$ cat config.mk
export PLATFORM = sky130hd
export DESIGN_NAME = bug_ctl
export DESIGN_NICKNAME = d
export VERILOG_FILES = /design/src/rtl/bug_pkg.sv /design/src/rtl/bug_ctl_lfsr16.sv /design/src/rtl/bug_ctl.sv
export SDC_FILE = /design/constraint.sdc
export NUM_CORES = 1
export LEC_CHECK = 0
export CORE_MARGIN = 10
export CORE_UTILIZATION = 25
export DETAILED_ROUTE_END_ITERATION = 16
export GPL_TIMING_DRIVEN = 0
export PLACE_DENSITY = 0.42
export RECOVER_POWER = 50
export SETUP_SLACK_MARGIN = 0.1
export SYNTH_ARGS = -nofsm -noshare
export SYNTH_HDL_FRONTEND = slang
export SYNTH_HIERARCHICAL = 1
export SYNTH_SLANG_ARGS = --single-unit
$ cat constraint.sdc
create_clock -name pclk -period 4.47 [get_ports pclk]
set_input_delay 0.894 -clock pclk [delete_from_list [all_inputs] [get_ports pclk]]
set_output_delay 0.894 -clock pclk [all_outputs]
set_load 0.01 [all_outputs]
$ cat src/rtl/bug_pkg.sv
// Shared bug geometry, FSM encoding and LFSR constants; the draw stage imports the same sizes.
// Pure declarations: no latency, no flow control.
package bug_pkg;

    typedef enum logic [1:0] {
        ST_IDLE   = 2'd0,
        ST_MOVE   = 2'd1,
        ST_FROZEN = 2'd2
    } state_e;

    localparam int DEF_SCREEN_W = 1024;
    localparam int DEF_SCREEN_H = 768;
    localparam int DEF_BUG_W    = 200;
    localparam int DEF_BUG_H    = 200;

    localparam logic [15:0] LFSR_SEED = 16'hACE1;
    // Taps 16,14,13,11 expressed as bit positions 15,13,12,10.
    localparam logic [15:0] LFSR_TAPS = 16'hB400;

    typedef struct packed {
        logic        dir;
        logic [11:0] pos;
    } axis_t;

    // Fold a 10-bit random value into [0, lim].
    function automatic logic [11:0] respawn_coord(input logic [9:0] r, input logic [11:0] lim);
        logic [11:0] rw;
        rw = {2'b00, r};
        return (rw > lim) ? (rw - lim) : rw;
    endfunction

    // One frame of bouncing motion; compare before subtracting so nothing wraps.
    function automatic axis_t step_axis(input logic [11:0] pos, input logic dir,
                                        input logic [11:0] lim, input logic [11:0] step);
        axis_t a;
        a.dir = dir;
        a.pos = pos;
        if (dir) begin
            if (({1'b0, pos} + {1'b0, step}) > {1'b0, lim}) begin
                a.pos = lim;
                a.dir = 1'b0;
            end else begin
                a.pos = pos + step;
            end
        end else begin
            if (pos < step) begin
                a.pos = '0;
                a.dir = 1'b1;
            end else begin
                a.pos = pos - step;
            end
        end
        return a;
    endfunction

endpackage

$ cat src/rtl/bug_ctl_lfsr16.sv
// 16-bit Fibonacci LFSR, advancing every pclk; reloads the seed if it ever reads all-zero.
// Output is the register itself (0-cycle read), free-running with no stall input.
module lfsr16
    import bug_pkg::*;
#(
    parameter logic [15:0] SEED = LFSR_SEED
)(
    input  logic        pclk,
    input  logic        reset,
    output logic [15:0] lfsr_o
);

    logic [15:0] lfsr_q;
    logic [15:0] lfsr_d;

    always_comb begin
        lfsr_d = {lfsr_q[14:0], ^(lfsr_q & LFSR_TAPS)};
        if (lfsr_q == 16'h0000) begin
            lfsr_d = SEED;
        end
    end

    always_ff @(posedge pclk) begin
        if (reset) begin
            lfsr_q <= SEED;
        end else begin
            lfsr_q <= lfsr_d;
        end
    end

    assign lfsr_o = lfsr_q;

endmodule

$ cat src/rtl/bug_ctl.sv
// Frame-synchronous bug mover: bounces, detects clicks on the sprite, scores, freezes, respawns.
// Position lands on x/y_bugpos 2 cycles after vblnk_in rises; no backpressure, outputs always valid.
module bug_ctl
    import bug_pkg::*;
#(
    parameter int SCREEN_W   = DEF_SCREEN_W,
    parameter int SCREEN_H   = DEF_SCREEN_H,
    parameter int BUG_W      = DEF_BUG_W,
    parameter int BUG_H      = DEF_BUG_H,
    parameter int STEP       = 4,
    parameter int HIT_FRAMES = 30,
    parameter int X_START    = 100,
    parameter int Y_START    = 100
)(
    input  logic        pclk,
    input  logic        reset,
    input  logic        vblnk_in,
    input  logic        start,
    input  logic [11:0] mouse_xpos,
    input  logic [11:0] mouse_ypos,
    input  logic        mouse_left,
    output logic [11:0] x_bugpos,
    output logic [11:0] y_bugpos,
    output logic        hit,
    output logic [7:0]  score,
    output logic [1:0]  state_dbg
);

    localparam logic [11:0] XMAX    = 12'(SCREEN_W - BUG_W);
    localparam logic [11:0] YMAX    = 12'(SCREEN_H - BUG_H);
    localparam logic [11:0] STEP_V  = 12'(STEP);
    localparam logic [11:0] X_RST   = 12'(X_START);
    localparam logic [11:0] Y_RST   = 12'(Y_START);
    localparam logic [7:0]  HIT_CNT = 8'(HIT_FRAMES);

    state_e      state_q, state_d;
    logic [11:0] x_q, x_d, y_q, y_d;
    logic        dir_x_q, dir_x_d, dir_y_q, dir_y_d;
    logic [7:0]  score_q, score_d;
    logic [7:0]  cnt_q, cnt_d;
    logic        hit_q, hit_d;
    logic        vblnk_q, left_q;
    logic [11:0] x_out_q, y_out_q;

    logic [15:0] lfsr;
    logic        frame_tick, click, in_bug;
    axis_t       ax, ay;

    lfsr16 #(.SEED(LFSR_SEED)) u_lfsr (
        .pclk   (pclk),
        .reset  (reset),
        .lfsr_o (lfsr)
    );

    assign frame_tick = vblnk_in & ~vblnk_q;
    assign click      = mouse_left & ~left_q;

    // Extra bit keeps x+BUG_W from wrapping near the right edge.
    assign in_bug = (mouse_xpos >= x_q) && ({1'b0, mouse_xpos} < ({1'b0, x_q} + 13'(BUG_W))) &&
                    (mouse_ypos >= y_q) && ({1'b0, mouse_ypos} < ({1'b0, y_q} + 13'(BUG_H)));

    assign ax = step_axis(x_q, dir_x_q, XMAX, STEP_V);
    assign ay = step_axis(y_q, dir_y_q, YMAX, STEP_V);

    always_comb begin
        state_d = state_q;
        x_d     = x_q;
        y_d     = y_q;
        dir_x_d = dir_x_q;
        dir_y_d = dir_y_q;
        score_d = score_q;
        cnt_d   = cnt_q;
        hit_d   = 1'b0;
        unique case (state_q)
            ST_IDLE: begin
                if (frame_tick && start) begin
                    state_d = ST_MOVE;
                end
            end
            ST_MOVE: begin
                // A hit takes priority over a coincident frame move.
                if (click && in_bug) begin
                    hit_d   = 1'b1;
                    score_d = (score_q == 8'hFF) ? score_q : score_q + 8'd1;
                    cnt_d   = HIT_CNT;
                    state_d = ST_FROZEN;
                end else if (frame_tick) begin
                    if (!start) begin
                        state_d = ST_IDLE;
                        x_d     = X_RST;
                        y_d     = Y_RST;
                        dir_x_d = 1'b1;
                        dir_y_d = 1'b1;
                    end else begin
                        x_d     = ax.pos;
                        dir_x_d = ax.dir;
                        y_d     = ay.pos;
                        dir_y_d = ay.dir;
                    end
                end
            end
            ST_FROZEN: begin
                if (frame_tick) begin
                    cnt_d = cnt_q - 8'd1;
                    if (cnt_q <= 8'd1) begin
                        cnt_d = '0;
                        if (start) begin
                            state_d = ST_MOVE;
                            x_d     = respawn_coord(lfsr[9:0], XMAX);
                            y_d     = respawn_coord(lfsr[15:6], YMAX);
                        end else begin
                            state_d = ST_IDLE;
                            x_d     = X_RST;
                            y_d     = Y_RST;
                            dir_x_d = 1'b1;
                            dir_y_d = 1'b1;
                        end
                    end
                end
            end
            default: begin
                state_d = ST_IDLE;
            end
        endcase
    end

    always_ff @(posedge pclk) begin
        if (reset) begin
            state_q <= ST_IDLE;
            x_q     <= X_RST;
            y_q     <= Y_RST;
            dir_x_q <= 1'b1;
            dir_y_q <= 1'b1;
            score_q <= '0;
            cnt_q   <= '0;
            hit_q   <= 1'b0;
            vblnk_q <= 1'b0;
            left_q  <= 1'b0;
            x_out_q <= X_RST;
            y_out_q <= Y_RST;
        end else begin
            state_q <= state_d;
            x_q     <= x_d;
            y_q     <= y_d;
            dir_x_q <= dir_x_d;
            dir_y_q <= dir_y_d;
            score_q <= score_d;
            cnt_q   <= cnt_d;
            hit_q   <= hit_d;
            vblnk_q <= vblnk_in;
            left_q  <= mouse_left;
            x_out_q <= x_q;
            y_out_q <= y_q;
        end
    end

    assign x_bugpos  = x_out_q;
    assign y_bugpos  = y_out_q;
    assign hit       = hit_q;
    assign score     = score_q;
    assign state_dbg = state_q;

endmodule

# == Word-level counts from Yosys, hierarchy flattened ==
# Index checks and enable logic that the tools add are counted.
# word_totals
inputBits,29
register_bits,87
output_inout_bits,35
wordCells,120
# op_classes
bitwise_logic,6
n_lt_le_gt_ge,11
eq_ne,12
n_mux,50
n_reduce_logical,16
addsub,12
# op_table
op,count
$mux W12,18
$pmux W12 S2,2
$add A12 B3 Y13 const B,2
$add A12 B8 Y13 const B,2
$gt A13 B10 Y1 const B,2
$lt A12 B13 Y1,2
$mux W13,2
$add A12 B3 Y12 const B,2
$ge A12 B12 Y1,2
$lt A12 B3 Y1 const B,2
$mux W8,3
$sub A12 B3 Y12 const B,2
$sub A10 B10 Y11 const B,2
$gt A10 B10 Y1 const B,2
$logic_not A16 Y1,1
$pmux W8 S2,1
$reduce_xor A16 Y1,1
$mux W1,15
$ne A2 B2 Y1 const B,7
$mux W2,6
$reduce_and A5 Y1,2
$add A8 B1 Y8 const B,1
$eq A8 B8 Y1 const B,1
$le A8 B1 Y1 const B,1
other kinds (14),26

# == Logic depth before layout (Yosys ltp) ==
# Gate-level depths: netlist of run 1.
# depth
ltp_word,8
mapped_depth,15
ltp_nobuf,13

# == Cells and area by module ==
# The synthesis of run 1 kept the hierarchy.
# modules_own_cells
mod,area_each_um2,seq_area_each_um2,cells_each,instances
bug_ctl,5406.4,1421.4,695,1
lfsr16,509.2,320.3,44,1

# == Worst setup path before layout of run 1 ==
# No wires, ideal clock.
# synth_path
kind,reg2reg
startpoint,reg x_q[3]
endpoint,reg x_q[5]
arrival_ps,3292
path_slack_ps,1056
period_less_slack_ps,3414
stages_incl_launch_ff,14
setup_time_ps,122
path_buffers,1
t_required_ps,4348
cell_sequence,dfxtp_1 ha_1 nand2_1 a21oi_1 a21oi_1 ha_1 and4_1 a221o_1 o21ai_0 nand4_1 o311ai_1 buf_2 a21oi_1 a221o_1
# synth_between
elab_chain_len,8
elab_cells_between_ends,21
classes_between,add/sub (4); order compare (4); eq/ne (1); mux (7); reduce/logical (5)
# synth_lines
element,line_no,text
start: declaration,bug_ctl.sv:37,"logic [11:0] x_q, x_d, y_q, y_d;"
start signal: assignment,bug_ctl.sv:130,x_q <= X_RST;
start signal: assignment,bug_ctl.sv:143,x_q <= x_d;
$add A12 B3 Y13 / $add A12 B8 Y13 (equally long branches),"bug_pkg.sv:39, bug_ctl.sv:59",
$gt A13 B10 Y1 / $lt A12 B13 Y1 (equally long branches),"bug_pkg.sv:39, bug_ctl.sv:59",
$mux W12 / $logic_and A1 B1 Y1 (equally long branches),"bug_pkg.sv:39, bug_ctl.sv:59",
$mux W13 / $logic_and A1 B1 Y1 (equally long branches),"bug_pkg.sv:38, bug_ctl.sv:59",
$mux W12 / $logic_and A1 B1 Y1 (equally long branches),"bug_ctl.sv:88, bug_ctl.sv:60",
$mux W12 / $logic_and A1 B1 Y1 (equally long branches),"bug_ctl.sv:87, bug_ctl.sv:82",
$mux W12 / $ne A2 B2 Y1 (equally long branches),n/a,
$pmux W12 S2 / $reduce_and A5 Y1 (equally long branches),n/a,
# Several ways; a longest one is shown, not always the timed one. The select of a mux whose other input is x is not followed.
# A chain may end at the register's enable or synchronous reset.

# == Final worst setup path of run 1 ==
# layout_path
startpoint,reg y_q[6]
endpoint,reg x_q[9]
# layout_between
elab_chain_len,6
elab_cells_between_ends,8
classes_between,add/sub (1); order compare (2); eq/ne (1); reduce/logical (4)
# layout_lines
element,line_no,text
start: declaration,bug_ctl.sv:37,
start signal: assignment,bug_ctl.sv:144,y_q <= y_d;
$add A12 B8 Y13 / $ge A12 B12 Y1 (equally long branches),bug_ctl.sv:60,"(mouse_ypos >= y_q) && ({1'b0, mouse_ypos} < ({1'b0, y_q} + 13'(BUG_H)));"
$lt A12 B13 Y1 / $logic_and A1 B1 Y1 (equally long branches),"bug_ctl.sv:60, bug_ctl.sv:59",
$logic_and A1 B1 Y1 *,bug_ctl.sv:60,
$logic_and A1 B1 Y1 *,bug_ctl.sv:82,if (click && in_bug) begin
$ne A2 B2 Y1 (no line) *,n/a,
$reduce_and A5 Y1 (no line) *,n/a,
# Mark *: on every way between the ends. The rest lies on a longest branch, timed or not.

==> results of run 1 <==
-- per-layer routing --
metal  global-route usage (%)  share of wire [%]
met3                     2.66                3.8
met5                        0                  0
met1                     18.5                 51
met2                     19.4                 43
met4                     4.52                1.7
-- Yosys cell counts (all sizes together) (4+ instances only) --
| cell type | number |
|---|---|
| dfxtp | 87 |
| nand2 | 73 |
| nor2 | 70 |
| ha | 60 |
| a21oi | 49 |
| o21ai | 37 |
| inv | 34 |
| xnor2 | 32 |
| nor2b | 23 |
| nor3 | 23 |
| nand3 | 22 |
| clkbuf | 19 |
| a211oi | 14 |
| buf | 13 |
| a21o | 12 |
| and3 | 12 |
| nand4 | 12 |
| or3 | 10 |
| mux2i | 9 |
| nor4 | 8 |
| a311oi | 7 |
| o31ai | 7 |
| xor2 | 7 |
| a31oi | 6 |
| and2 | 6 |
| nand2b | 6 |
| o211ai | 5 |
| o22ai | 5 |
| or2 | 5 |
| or4 | 5 |
| a2111oi | 4 |
| a221o | 4 |
-- timing repair --
item / in CTS / in global routing
setup endpoints to repair: 25 / 5
setup buffers: 2 / 0
pin swaps: 1 / 0
resized for setup: 2 / 5
-- registers in the layout, indices dropped and copies added, names as in the netlist, 2 cells and up --
name and count:
u_lfsr/lfsr_o 16, x_bugpos 12, x_q 12, y_bugpos 12
y_q 12, cnt_q 8, score 8, state_dbg 2
-- power by group --
group	internal, W	switching (W)
clock network	0.000564	0.000345
logic	0.000132	0.000173
registers	0.000798	0.0000266
-- worst min-delay path, stage by stage, from the launching register on --
cell     delay (ps)
dfxtp_1         330
nand2_1          80
inv_1            40
-- cells by family after synthesis --
group           after synthesis  synth area share, %
compound gates              185                 20.9
xor+xnor                     39                 5.77
fa+ha+maj                    60                 12.7
buf+inv                      69                 4.97
flops                        87                 29.4
mux                          11                 1.90
simple gates                288                 24.3
-- cell type report --
class,instances,area (sq um),area share (%)
Clock buffer,11,243,3.32
Inverter,37,139,1.90
Timing Repair Buffer,65,646,8.82
Multi-Input combinational cell,583,3890,53.2
Clock inverter,5,104,1.42
Sequential cell,87,1740,23.8
Tap cell,319,399,5.45
Buffer,32,150,2.05
-- worst paths after layout --
path,start,endpoint,slack [ps],cells past startpoint
max,y_q[6],x_q[9],380,13
min,x_q[0],x_bugpos[0],490,2
max reg2reg,y_q[6],x_q[9],380,13
min reg2reg,x_q[0],x_bugpos[0],490,2
-- metrics by stage --
stage	std cells	util [%]	instance area, sq um	setup TNS [ps]
after CTS	1139	31.3	7320	0
after detailed placement	1121	29.7	6950	-11870
after global routing	1139	31.3	7320	0
after floorplan	739	-	5920	0
after global placement	1121	29.7	6950	-11250
final	1139	31.3	7320	0
==> results.toml, run 1 <==
[critical_path]
crit_family = "compound AO/OA/AOI/OAI gates"
critPathBufInv = 2
arrival_ps = 4340
worst-endpoint-required_ps = 4720
crit_top_cell = "nor2_1"
worstPathCellList = "buf_2 > nor2_1 > and2_1 > nor2_1 > xnor2_1 > ha_1 > nand3_1 > a2111oi_1 > or2_2 > o311a_1 > clkbuf_1 > o221ai_1 > o211a_1"
path_max_fanout = 10
cp_slowest_cell = "a2111oi_1"
path_class = "register to register"
cp-start-kind = "register"
crit_path_end_kind = "register"
max_stage_delay_ps = 720

[logic_synthesis]
synth_top_area_cell = "dfxtp_1"
synth_warnings = 6
synth_cell_type_count = 73
avgSynthCellArea_sq_um = 8.00
ys_seq_area_share_pct = 29.4
syn_inst = 739
synth_top_area_share_pct = 29.4
ys_ff_latch = 87
syn_area_sq_mm = 0.00592
synth_area_leaders = "dfxtp_1, ha_1, xnor2_1, nand2_1, nor2_1"
syn_nets = 828
async_flop_share_pct = 0
synth_edf_count = 0
synthFlopType = "dfxtp_1"

[finish]
syn_to_final_growth_pct = 23.7
final.fill_count = 2553
drive_above_1_share_pct = 5.24
layout_commonest_cell = "dfxtp_1"
fin_nets = 904
layout_common_cells = "dfxtp_1, nand2_1, nor2_1"
num_antenna_cells = 0

[sta]
holdWs_ps = 485
layout_setup_ws_ps = 378
fmax_mhz = 244
setup_viol = 0
worstMarginPinSlew_ps = 852
min_period_ps = 4090
drv_slew = 0
rsz0062_at_grt = "false"
relSlewSlack_pct = 43.2
fin_crit_sh_pct = 91.5
finalClockSkew_ps = 12.4
finalHoldViolations = 0

[grt]
grt_pass1_wl_mm = 31.8
antenna_found_initial = 1
grt_max_degree = 15
first_global_vias = 5540
overflow = 0
grt_use_total_pct = 13.2

[clock_network]
cts.clk_slew.worst_paths_ps = 70
clk_path_buf_depth = 2
tritoncts = "yes"
cts.sinks = 87
numCtsBuffers = 9
ctsHoldBuffers = 0
htree_levels = 3
root_buffer = "clkbuf_16"
insertion_delay_ps = 360

[floorplanning]
core_sq_mm = 0.0234
fp.dieW_um = 174
rows = 56
die_area_sq_mm = 0.0302
die_y_um = 174
io_pins = 64
floorplan.initialDensity_pct = 25.3

[placement]
port_buffers = 63
place_ws_ps = -630
dp_hpwl_mm = 15.3
gp_congestion = 0.845

[route]
viasPerCell = 4.90
drt_iter0_drc = 334
drc = 0
vias = 5578
antenna_left = 0
routed_wl_mm = 19.8
wl_per_cell_um = 17.4
firstDrtPassIters = 5

[power]
power_density_mw_per_mm2 = 278
leakage_nw = 2.84
ir_drop_v = 0.000141
power_w = 0.00204

[worst_hold_path]
min_path_type = "register to register"

[run_status]
status = "finished, final reports clean"

[run]
drv_cap = 0
Note: power is estimated with default switching activity, not from simulation.
==> run 2: changes to the inputs <==
--- a/config.mk
+++ b/config.mk
@@ -5,7 +5,6 @@
 export SDC_FILE = /design/constraint.sdc
 export NUM_CORES = 1
 export LEC_CHECK = 0
-export CORE_MARGIN = 10
 export CORE_UTILIZATION = 25
 export DETAILED_ROUTE_END_ITERATION = 16
 export GPL_TIMING_DRIVEN = 0
==> run 2 against run 1 <==
Net effect:
- flip-flop and latch count did not move
- clock power fell by 3.2%
- worst setup slack got worse by 22 ps
- sequential share of layout area barely moved
- critical path depth did not move
- count of clock-buffer cells in the layout rose by 1
- hold slack got worse by 2.3 ps
- critical endpoint is now x_q[5]
==> results.toml, run 2 (same netlist as run 1, synthesis figures left out) <==
[floorplanning]
fp.dieW_um = 156
die_y_um = 156
rows = 55
io_pins = 64
die_area_sq_mm = 0.0243
floorplan.initialDensity_pct = 25.8
core_sq_mm = 0.0229

[critical_path]
path_class = "register to register"
max_stage_delay_ps = 620
cp-start-kind = "register"
path_max_fanout = 10
worst-endpoint-required_ps = 4710
arrival_ps = 4350
crit_path_end_kind = "register"
worstPathCellList = "buf_2 > a311oi_1 > xnor2_1 > ha_1 > and4_1 > a221o_1 > o21ai_0 > nand4_1 > buf_4 > o311ai_2 > buf_2 > a21oi_1 > a221o_1"
reg2reg_depth = 13
cp_slowest_cell = "a311oi_1"

[sta]
setup_viol = 0
worstMarginPinSlew_ps = 898
setup-tns-final_ps = 0
finalHoldViolations = 0
finalClockSkew_ps = 10.1
rsz0062_at_grt = "false"
holdWs_ps = 483
drv_slew = 0
fin_crit_sh_pct = 92.0
relSlewSlack_pct = 40.2
fmax_mhz = 243
min_period_ps = 4110

[grt]
grt_use_total_pct = 16.6
first_global_vias = 5586
grt_pass1_wl_mm = 31.2
grt_max_degree = 15
overflow = 0
antenna_found_initial = 0

[clock_network]
root_buffer = "clkbuf_16"
insertion_delay_ps = 350
clk_path_buf_depth = 2
htree_levels = 3
tritoncts = "yes"
ctsHoldBuffers = 0
cts.clk_slew.worst_paths_ps = 70
cts.sinks = 87
numCtsBuffers = 9

[run]
drv_cap = 0

[placement]
dp_hpwl_mm = 14.7
gp_congestion = 0.823
port_buffers = 63
post-place-cells = 1116
dpl_cell_area_sq_mm = 0.00695

[route]
antenna_left = 0
drt_iter0_drc = 365
drc = 0
firstDrtPassIters = 4
routed_wl_mm = 19.5
viasPerCell = 5.01
wl_per_cell_um = 17.2
vias = 5681

[finish]
post-route-cell-area_sq_mm = 0.00731
final.fill_count = 2444
layout_commonest_cell = "dfxtp_1"
utilization_pct = 31.9
fin_nets = 905
drive_above_1_share_pct = 5.24
syn_to_final_growth_pct = 23.5
num_antenna_cells = 0
final_cells = 1134
largest_reg_flops = 16
layout_common_cells = "dfxtp_1, nand2_1, nor2_1"

[power]
p_int_w = 0.00145
leakage_nw = 2.84
p_sw_w = 0.000554
p_seq_share_pct = 41.0
swShare_pct = 27.6
power_frac_clock_pct = 43.8
ir_drop_v = 0.000131
comb_power_share_pct = 15.2
power_density_mw_per_mm2 = 275

[worst_hold_path]
min_path_type = "register to register"
min_path_cells = 2

[run_status]
status = "finished, final reports clean"
[run 2: final timing paths]
check,startpoint,endpoint,slack (ps)
worst max-delay path,x_q[6],x_q[5],360
worst min-delay path,x_q[0],x_bugpos[0],480
worst max register to register,x_q[6],x_q[5],360
worst min register to register,x_q[0],x_bugpos[0],480
[run 2: cell type report]
type	count	area (sq um)	area share, %
Sequential cell	87	1740	23.8
Clock inverter	4	76.3	1.04
Clock buffer	12	256	3.51
Buffer	32	156	2.14
Multi-Input combinational cell	583	3890	53.2
Inverter	37	139	1.90
Tap cell	313	392	5.36
Timing Repair Buffer	66	656	8.97
[run 2: routing by layer]
metal	track usage, %	vias up	routed length [um]	share of wire, %
li1	-	2839	-	-
met1	23.2	2692	9750	50
met2	26.1	130	8680	45
met3	2.53	20	791	4.1
met4	5.14	0	262	1.3
met5	0	-	0	0
[run 2: power by group through the flow]
stage	Combinational, W	Clock (W)	Sequential, W
4_1_cts	0.000310	0.000902	0.000823
3_3_place_gp	0.000306	0	0.000841
6_report	0.000305	0.000879	0.000823
2_1_floorplan	0.000192	0	0.000835
5_1_grt	0.000345	0.000932	0.000827
3_5_place_dp	0.000304	0	0.000841
[run 2: worst max-delay path, delay by kind of cell, from the launching register on]
kind / cells / cell delay, ps
AO/OA/AOI/OAI: 6 / 2200
buffers and inverters: 3 / 700
AND/OR/NAND/NOR: 2 / 350
flip-flops: 1 / 290
adder cells (fa/ha/maj): 1 / 260
XOR/XNOR: 1 / 200
[run 2: stage by stage]
stage / total power (W) / setup WS [ps]
3_5_place_dp: 0.00114 / -471
3_3_place_gp: 0.00115 / -604
5_1_grt: 0.00210 / 114
4_1_cts: 0.00203 / 373
2_1_floorplan: 0.00103 / 1060
6_report: 0.00201 / 356
[run 2: what timing repair did]
| item | 4_1_cts | 5_1_grt |
|---|---|---|
| setup buffers | 2 | 0 |
| resized for setup | 2 | 0 |
| setup endpoints to repair | 21 | 0 |
| endpoints found under the hold margin | 0 | 0 |
==> run 3: changes to the inputs <==
--- a/config.mk
+++ b/config.mk
@@ -5,10 +5,14 @@
 export SDC_FILE = /design/constraint.sdc
 export NUM_CORES = 1
 export LEC_CHECK = 0
+export CAP_MARGIN = 20
+export CELL_PAD_IN_SITES_DETAIL_PLACEMENT = 0
+export CELL_PAD_IN_SITES_GLOBAL_PLACEMENT = 1
 export CORE_UTILIZATION = 25
 export DETAILED_ROUTE_END_ITERATION = 16
+export GPL_ROUTABILITY_DRIVEN = 0
 export GPL_TIMING_DRIVEN = 0
-export PLACE_DENSITY = 0.42
+export PLACE_DENSITY = 0.52
 export RECOVER_POWER = 50
 export SETUP_SLACK_MARGIN = 0.1
 export SYNTH_ARGS = -nofsm -noshare
==> run 3 against run 2 <==
Net effect:
- critical path depth increased by 1
- flip-flop and latch count is the same
- final area about the same
- sequential share of layout area about the same
- critical path type unchanged
- critical endpoint is now score[3]
- largest cell class unchanged
- highest routed layer unchanged
==> results.toml, run 3 (same netlist as run 1, synthesis figures left out) <==
[finish]
layout_commonest_cell = "dfxtp_1"
fin_nets = 905
drive_above_1_share_pct = 4.99
utilization_pct = 31.9
syn_to_final_growth_pct = 23.4
layout_common_cells = "dfxtp_1, nand2_1, nor2_1"
post-route-cell-area_sq_mm = 0.00730
largest_reg_flops = 16
num_antenna_cells = 0
final_cells = 1134
ff_latch_area_sq_mm = 0.00174
final.fill_count = 2450
multi_input_area_sq_mm = 0.00389

[clock_network]
insertion_delay_ps = 350
cts.sinks = 87
clk_path_buf_depth = 2
htree_levels = 3
tritoncts = "yes"
numCtsBuffers = 9
root_buffer = "clkbuf_16"
cts.clk_slew.worst_paths_ps = 70

[route]
antenna_left = 0
viasPerCell = 5.07
drt_iter0_drc = 454
vias = 5748
routed_wl_mm = 20.0
wl_per_cell_um = 17.6
drc = 0
firstDrtPassIters = 5

[placement]
port_buffers = 63
dpl_cell_area_sq_mm = 0.00694
place_ws_ps = -637
dp_hpwl_mm = 15.4
post-place-cells = 1115

[critical_path]
rr_startpoint = "x_q[6]"
startpoint = "x_q[6]"
path_max_fanout = 10
endpoint = "score[3]"
worstPathCellList = "buf_2 > a311oi_1 > nor2_1 > xnor2_1 > ha_1 > a21o_1 > a21oi_1 > o221ai_1 > or3_1 > clkbuf_1 > or2_1 > clkbuf_1 > or4_1 > a21oi_1"
crit_path_end_kind = "register"
arrival_ps = 4280
worst-endpoint-required_ps = 4740
crit_family = "compound AO/OA/AOI/OAI gates"
cp_slowest_cell = "a311oi_1"
path_depth = 14
critPathBufInv = 3
ff2ff_setup_slack_ps = 470
max_stage_delay_ps = 590
path_class = "register to register"
reg2reg_depth = 14
cp-start-kind = "register"
r2r-end = "score[3]"

[floorplanning]
io_pins = 64
rows = 55
die_y_um = 156
core_sq_mm = 0.0229
die_area_sq_mm = 0.0243
fp.dieW_um = 156
floorplan.initialDensity_pct = 25.8

[run_status]
status = "finished, final reports clean"

[sta]
setup_viol = 0
worstMarginPinSlew_ps = 830
layout_setup_ws_ps = 466
holdWs_ps = 481
fin_crit_sh_pct = 89.6
finalClockSkew_ps = 7.49
rsz0062_at_grt = "false"
finalHoldViolations = 0
relSlewSlack_pct = 44.7
drv_slew = 0
min_period_ps = 4000
fmax_mhz = 250

[worst_hold_path]
min_path_type = "register to register"
min_path_cells = 2

[power]
leakage_nw = 2.85
power_density_mw_per_mm2 = 274
ir_drop_v = 0.000134

[grt]
antenna_found_initial = 0
grt_pass1_wl_mm = 31.9
grt_max_degree = 15
first_global_vias = 5593
overflow = 0
grt_use_total_pct = 17.0

[run]
drv_cap = 0
-- run 3: cell types whose count changed in the layout (fill, tap and decap cells not counted), sizes merged --
cell,previous run,this run
dlymetal6s2s,0,1
clkbuf,31,32
buf,15,14
clkdlybuf4s18,1,0
-- run 3: tightest hold or removal path, stage by stage (launching register included) --
cell     delay [ps]
dfxtp_1         320
nand2_1          80
inv_1            40
-- run 3: layout make-up --
class                           count  share of cell area [%]
Multi-Input combinational cell    583                    53.3
Sequential cell                    87                    23.9
Timing Repair Buffer               66                    9.02
Tap cell                          313                    5.37
Clock buffer                       12                    3.51
Buffer                             32                    2.04
Inverter                           37                    1.90
Clock inverter                      4                    1.05
-- run 3: routing by layer --
layer / vias to the layer above / global-route usage, % / part of all wire, %
li1: 2847 / - / -
met1: 2751 / 23.9 / 51
met2: 129 / 26.3 / 44
met3: 21 / 2.67 / 4.1
met4: 0 / 5.46 / 1.7
met5: - / 0 / 0
-- run 3: how the worst min path moves through the flow --
stage / from / end / slack [ps]
3_5_place_dp: cnt_q[6] / cnt_q[6] / 480
6_report: x_q[1] / x_bugpos[1] / 480
3_3_place_gp: cnt_q[6] / cnt_q[6] / 470
5_1_grt: x_q[1] / x_bugpos[1] / 520
4_1_cts: cnt_q[6] / cnt_q[6] / 490
2_1_floorplan: x_q[1] / x_bugpos[1] / 440
-- run 3: repair_timing --
action,4_1_cts,5_1_grt
pin swaps,1,0
hold buffers,0,0
endpoints found under the setup margin,24,6
resized for setup,2,1
setup buffers,2,0
cloned,0,0
-- run 3: stage by stage --
| step | total power, W | TNS (ps) |
|---|---|---|
| after floorplan | 0.00103 | 0 |
| after global placement | 0.00114 | -11230 |
| after detailed placement | 0.00115 | -11410 |
| after CTS | 0.00202 | 0 |
| after global routing | 0.00209 | 0 |
| final | 0.00200 | 0 |
-- run 3: power breakdown --
part	internal [W]	leakage, nW	switching, W
sequential	0.000798	0.708	0.0000271
clock	0.000524	0.159	0.000345
combinational	0.000132	1.98	0.000176
total	0.00145	2.85	0.000547
